===== config.mk =====
export PLATFORM = sky130hd
export DESIGN_NAME = alu_exec_unit
export DESIGN_NICKNAME = d
export VERILOG_FILES = /design/src/rtl/alu_exec_unit.sv
export SDC_FILE = /design/constraint.sdc
export NUM_CORES = 1
export LEC_CHECK = 0
export CAP_MARGIN = 20
export CORE_UTILIZATION = 61
export DETAILED_ROUTE_END_ITERATION = 8
export PLACE_DENSITY_LB_ADDON = 0.05
export SETUP_SLACK_MARGIN = 0.5
export SYNTH_ARGS = -nofsm -noshare
export SYNTH_HDL_FRONTEND = slang
export SYNTH_SLANG_ARGS = --single-unit

===== constraint.sdc =====
create_clock -name clk -period 8 [get_ports clk]
set_input_delay 1.6 -clock clk [delete_from_list [all_inputs] [get_ports clk]]
set_output_delay 1.6 -clock clk [all_outputs]
set_load 0.02 [all_outputs]

===== src/rtl/alu_exec_unit.sv =====
// alu_exec_unit - handshaked ALU execution unit between register-read and writeback.
//
// Decodes opcode/opext, picks operand B (register or immediate), and produces the
// result plus PSR flags. Logic ops and add/sub/cmp/mov/lui finish in one cycle.
// Shifts use an iterative 1-bit-per-cycle shifter.
//
// Ports:
//   clk, reset            clock; synchronous active-low reset
//   in_valid / in_ready   request handshake
//   opcode, opext         instruction encoding
//   src, dst, imm         Rsrc (also the lsh amount), Rdst, 8-bit immediate
//   out_valid / out_ready result handshake
//   result, wb_en         value to write and its Rdst write enable
//   flags, flags_we       {N,Z,F,L,C} and PSR write enable
//   illegal               undecodable opcode/opext
module alu_exec_unit #(
  parameter int WIDTH = 16,
  parameter int SHW   = $clog2(WIDTH)
) (
  input  logic             clk,
  input  logic             reset,
  input  logic             in_valid,
  output logic             in_ready,
  input  logic [3:0]       opcode,
  input  logic [3:0]       opext,
  input  logic [WIDTH-1:0] src,
  input  logic [WIDTH-1:0] dst,
  input  logic [7:0]       imm,
  output logic             out_valid,
  input  logic             out_ready,
  output logic [WIDTH-1:0] result,
  output logic             wb_en,
  output logic [4:0]       flags,
  output logic             flags_we,
  output logic             illegal
);

  localparam int MSB = WIDTH - 1;

  // R-type ops reuse the I-type opcode values in opext, so one key decodes both.
  localparam logic [3:0] OP_R    = 4'b0000;
  localparam logic [3:0] OP_ADD  = 4'b0101;
  localparam logic [3:0] OP_SUB  = 4'b1001;
  localparam logic [3:0] OP_AND  = 4'b0001;
  localparam logic [3:0] OP_XOR  = 4'b0011;
  localparam logic [3:0] OP_OR   = 4'b0010;
  localparam logic [3:0] OP_CMP  = 4'b1011;
  localparam logic [3:0] OP_MOV  = 4'b1101;
  localparam logic [3:0] OP_LUI  = 4'b1111;
  localparam logic [3:0] OP_SH   = 4'b1000;
  localparam logic [3:0] EXT_LSH = 4'b0100;

  localparam logic [SHW:0] CNT_ONE = (SHW+1)'(1);
  localparam logic [SHW:0] CNT_MAX = (SHW+1)'(WIDTH);

  typedef enum logic [1:0] {IDLE, SHIFT, DONE} state_t;

  state_t state_reg, state_next;

  logic [WIDTH-1:0] result_reg;
  logic             wb_en_reg, flags_we_reg, illegal_reg;
  logic [4:0]       flags_reg;
  logic [SHW:0]     count_reg;   // shifts still to perform after the current one
  logic             left_reg;

  logic             accept;
  logic             is_r, is_shift;
  logic [3:0]       key;
  logic [WIDTH-1:0] imm_s, imm_z, opb, alu_res, first_shift;
  logic [WIDTH:0]   sum_ext, diff_ext;
  logic [4:0]       alu_flags;
  logic             alu_wb, alu_fwe, alu_ill;
  logic [SHW:0]     amt, amt_mag, amt_cnt;

  // Decode, operand select and single-cycle ALU.
  always_comb begin
    is_r     = (opcode == OP_R);
    key      = is_r ? opext : opcode;
    is_shift = (opcode == OP_SH);
    imm_s    = {{(WIDTH-8){imm[7]}}, imm};
    imm_z    = {{(WIDTH-8){1'b0}}, imm};

    if (is_r)
      opb = src;
    else if (opcode == OP_ADD || opcode == OP_SUB || opcode == OP_CMP)
      opb = imm_s;
    else
      opb = imm_z;

    sum_ext  = {1'b0, dst} + {1'b0, opb};
    diff_ext = {1'b0, dst} - {1'b0, opb};   // top bit is the unsigned borrow

    alu_res   = '0;
    alu_flags = '0;
    alu_wb    = 1'b0;
    alu_fwe   = 1'b0;
    alu_ill   = 1'b1;
    case (key)
      OP_ADD: begin
        alu_res      = sum_ext[MSB:0];
        alu_flags[0] = sum_ext[WIDTH];
        alu_flags[2] = (dst[MSB] == opb[MSB]) && (sum_ext[MSB] != dst[MSB]);
        alu_wb = 1'b1; alu_fwe = 1'b1; alu_ill = 1'b0;
      end
      OP_SUB: begin
        alu_res      = diff_ext[MSB:0];
        alu_flags[0] = diff_ext[WIDTH];
        alu_flags[2] = (dst[MSB] != opb[MSB]) && (diff_ext[MSB] != dst[MSB]);
        alu_wb = 1'b1; alu_fwe = 1'b1; alu_ill = 1'b0;
      end
      OP_CMP: begin
        alu_res      = diff_ext[MSB:0];
        alu_flags[4] = $signed(dst) < $signed(opb);
        alu_flags[3] = (dst == opb);
        alu_flags[1] = diff_ext[WIDTH];
        alu_fwe = 1'b1; alu_ill = 1'b0;
      end
      OP_AND: begin alu_res = dst & opb; alu_wb = 1'b1; alu_ill = 1'b0; end
      OP_XOR: begin alu_res = dst ^ opb; alu_wb = 1'b1; alu_ill = 1'b0; end
      OP_OR:  begin alu_res = dst | opb; alu_wb = 1'b1; alu_ill = 1'b0; end
      OP_MOV: begin alu_res = opb;       alu_wb = 1'b1; alu_ill = 1'b0; end
      OP_LUI: begin
        if (!is_r) begin
          alu_res[15:0] = {imm, 8'h00};
          alu_wb = 1'b1; alu_ill = 1'b0;
        end
      end
      default: ;
    endcase

    // Shift amount is a two's-complement SHW+1 bit field; the cycle count is
    // clamped to WIDTH since zero-fill has emptied the word by then.
    amt         = (opext == EXT_LSH) ? src[SHW:0] : imm_s[SHW:0];
    amt_mag     = amt[SHW] ? (~amt + CNT_ONE) : amt;
    amt_cnt     = (amt_mag > CNT_MAX) ? CNT_MAX : amt_mag;
    first_shift = amt[SHW] ? (dst >> 1) : (dst << 1);
  end

  // The accept edge already performs the first shift bit, so a shift of n
  // presents its result n cycles after accept, the same as a single-cycle op for n=1.
  always_ff @(posedge clk) begin
    if (!reset) begin
      state_reg <= IDLE;
    end else begin
      state_reg <= state_next;
    end
  end

  always_comb begin
    state_next = state_reg;
    in_ready   = 1'b0;
    out_valid  = 1'b0;
    case (state_reg)
      IDLE:  in_ready = 1'b1;
      SHIFT: if (count_reg == CNT_ONE) state_next = DONE;
      DONE: begin
        out_valid = 1'b1;
        in_ready  = out_ready;
        if (out_ready) state_next = IDLE;
      end
      default: state_next = IDLE;
    endcase
    if (in_valid && in_ready)
      state_next = (is_shift && amt_cnt > CNT_ONE) ? SHIFT : DONE;
  end

  assign accept = in_valid & in_ready;

  always_ff @(posedge clk) begin
    if (!reset) begin
      result_reg   <= '0;
      wb_en_reg    <= 1'b0;
      flags_reg    <= '0;
      flags_we_reg <= 1'b0;
      illegal_reg  <= 1'b0;
      count_reg    <= '0;
      left_reg     <= 1'b0;
    end else if (accept) begin
      if (is_shift) begin
        result_reg   <= (amt_cnt == '0) ? dst : first_shift;
        count_reg    <= amt_cnt - CNT_ONE;
        left_reg     <= ~amt[SHW];
        wb_en_reg    <= 1'b1;
        flags_reg    <= '0;
        flags_we_reg <= 1'b0;
        illegal_reg  <= 1'b0;
      end else begin
        result_reg   <= alu_res;
        wb_en_reg    <= alu_wb;
        flags_reg    <= alu_flags;
        flags_we_reg <= alu_fwe;
        illegal_reg  <= alu_ill;
      end
    end else if (state_reg == SHIFT) begin
      result_reg <= left_reg ? (result_reg << 1) : (result_reg >> 1);
      count_reg  <= count_reg - CNT_ONE;
    end
  end

  assign result   = result_reg;
  assign wb_en    = wb_en_reg;
  assign flags    = flags_reg;
  assign flags_we = flags_we_reg;
  assign illegal  = illegal_reg;

endmodule


==> reports/metrics.cfg <==
[grt]
grt_pass1_vias=5699
grt_use_total=0.410
grt_pass1_wl_um=28700
antenna_found_initial=0
grt_max_degree=31
grt_overflow_total=0

[clock_tree]
cts_buffer_depth=2
insertion_delay_ns=0.29
path_clk_slew_ns=0.08
cts_resized=0
cts_inserted_buffers=5
tritoncts=built
cts_num_sinks=32
post_cts_buffers=0
root_buffer=clkbuf_8
holdBufCountCts=0
h-tree-depth=2

[pwr]
power.density_nw_per_um2=113
peakVddDrop_v=0.0000911
p_leak_uw=0.00238

[synthesis]
synth_warnings=0
syn_area_per_cell_sq_um=7.13
synth_nets=842
synth_edf_count=0
syn_inst=734
seq_area_frac_synth=0.122
ys.flop_type=dfxtp_1
ys_ff_latch=32
ys_types=67
async_flop_share=0
syn_area_sq_um=5230

[die]
chipWidth_um=94.6
ios=78
dieHeight_um=94.6
start_util=0.633
die_area_sq_um=8950
coreArea_sq_um=8260
num_rows=33

[timing]
setup_viol_count_final=0
hold_viol_final=0
fin_crit_sh=0.739
rsz0062_at_grt=no
final_max_slew_viol_count=0
fin_setup_tns_ns=0
tightest_slew_ns=1.14
finClkSkew_ns=0.00630
maxSlewHeadroom=0.237
finalCriticalPeriod_ns=5.91
fmax_mhz=169

[worst_hold_path]
worstHoldPathType=reg2reg
hp-start=flags[1]$_SDFFE_PN0P_

[final_layout]
finish.utilization=0.743
mostFrequentLayoutCells=82 x nor2_1, 77 x clkdlybuf4s50_1, 54 x inv_1, 54 x ha_1, 53 x a21oi_1
layout_commonest_cell=nor2_1
seqCellArea_sq_um=641
n_fill_cell=655
fin_area_sq_um=6130
multiInputGateArea_sq_um=4190
final_nets=889
drive_above_1_share=0.0601
largest_reg_flops=16
syn_to_final_growth_pct=17.2
antenna_cells=0

[setup_path]
reg2reg_from=left_reg$_SDFFE_PN0P_
crit_type=in2reg
start_kind=input pin
startpoint=opcode[2]
crit_path_max_fanout=11
required_ns=8.20
arrival_ns=6.11
endpoint_kind=flop

[place]
gp_congestion=1.03
port_buffers=77
place_area_sq_um=6020
dpl.hpwl_um=13800

[drt]
route.detailed.drc=0
totalWireLength_um=18900
via_per_inst=7.06
wire_per_inst_um=21.3
drtIter0Drc=691
dr.pass1.iters=6
ant_nets=0
vias=6259

[flow_run]
maxCapViolations=0

[status]
status=completed

stage by stage:
stage,total power (uW),hold slack (ns),setup WS [ns],std cells
4_1_cts,679,0.455,2.25,887
2_1_floorplan,404,0.503,3.19,734
6_report,695,0.452,2.09,887
5_1_grt,724,0.483,1.86,887
3_3_place_gp,511,0.439,2.05,879
3_5_place_dp,520,0.445,1.96,879
critical path, stage by stage:
cell and delay, ns:
clkdlybuf4s50_1 0.60, nor2_1 0.36, nand2_1 0.25, nand2_1 0.22, a21boi_0 0.58, ha_1 0.45
o21ai_0 0.26, nor2_1 0.09, a2111oi_0 0.70, o41ai_1 0.24, a31oi_1 0.28, xnor2_1 0.14
nand2_1 0.09, a221oi_1 0.26
power breakdown:
part / switching [uW] / total, uW / internal (uW)
Clock: 70.8 / 163 / 92.6
Combinational: 209 / 350 / 141
Sequential: 12.3 / 181 / 169
Total: 292 / 695 / 402
kinds of logic after synthesis:
| family | Yosys count | share of synthesized area |
|---|---|---|
| AOI/OAI and AO/OA | 269 | 0.359 |
| and+or+nand+nor | 228 | 0.213 |
| buffers and inverters | 103 | 0.0818 |
| adders and majority gates | 56 | 0.137 |
| muxes | 35 | 0.0682 |
| DFF | 32 | 0.122 |
| xor gates and xnor gates | 11 | 0.0184 |
metal layers:
metal  vias up  wire length, um  part of all wire  global-route usage
met5         -                0                 0                   0
met4         0              863             0.046               0.196
met3       103             2420              0.13              0.0805
met2       526             8690              0.46               0.702
met1      2793             6900              0.37               0.490
li1       2837                -                 -                   -
cell type report:
class	count	share of cell area
Sequential cell	32	0.104
Multi-Input combinational cell	599	0.683
Clock buffer	6	0.0118
Timing Repair Buffer	89	0.140
Clock inverter	2	0.00571
Tap cell	105	0.0214
Inverter	54	0.0331
cells in the mapped netlist, types with 8 or more instances:
master    number  area share
nor2_1        82       0.059
ha_1          54        0.13
inv_1         54       0.039
a21oi_1       53       0.051
o21ai_0       49       0.047
nand2_1       45       0.032
clkbuf_1      36       0.026
dfxtp_1       32        0.12
mux2i_1       32       0.061
a31oi_1       21       0.025
a211oi_1      19       0.027
nor3_1        19       0.018
a221oi_1      15       0.025
nand3_1       14       0.013
nand2b_1      12       0.014
nor2b_1       10       0.012
o221ai_1      10       0.017
a22oi_1        9       0.013
buf_2          9      0.0086
nor4_1         9       0.011
o21bai_1       9       0.013
xnor2_1        9       0.015
a211o_1        8       0.013
o22ai_1        8      0.0096
final timing paths:
| path | end | slack [ns] | cells after the start |
|---|---|---|---|
| worst max-delay path | result[13]$_SDFFE_PN0P_ | 2.09 | 14 |
| worst min-delay path | flags[1]$_SDFFE_PN0P_ | 0.45 | 2 |
| worst max register to register | result[13]$_SDFFE_PN0P_ | 5.54 | 7 |
| worst min register to register | flags[1]$_SDFFE_PN0P_ | 0.45 | 2 |
Note: power is estimated with default switching activity, not from simulation.
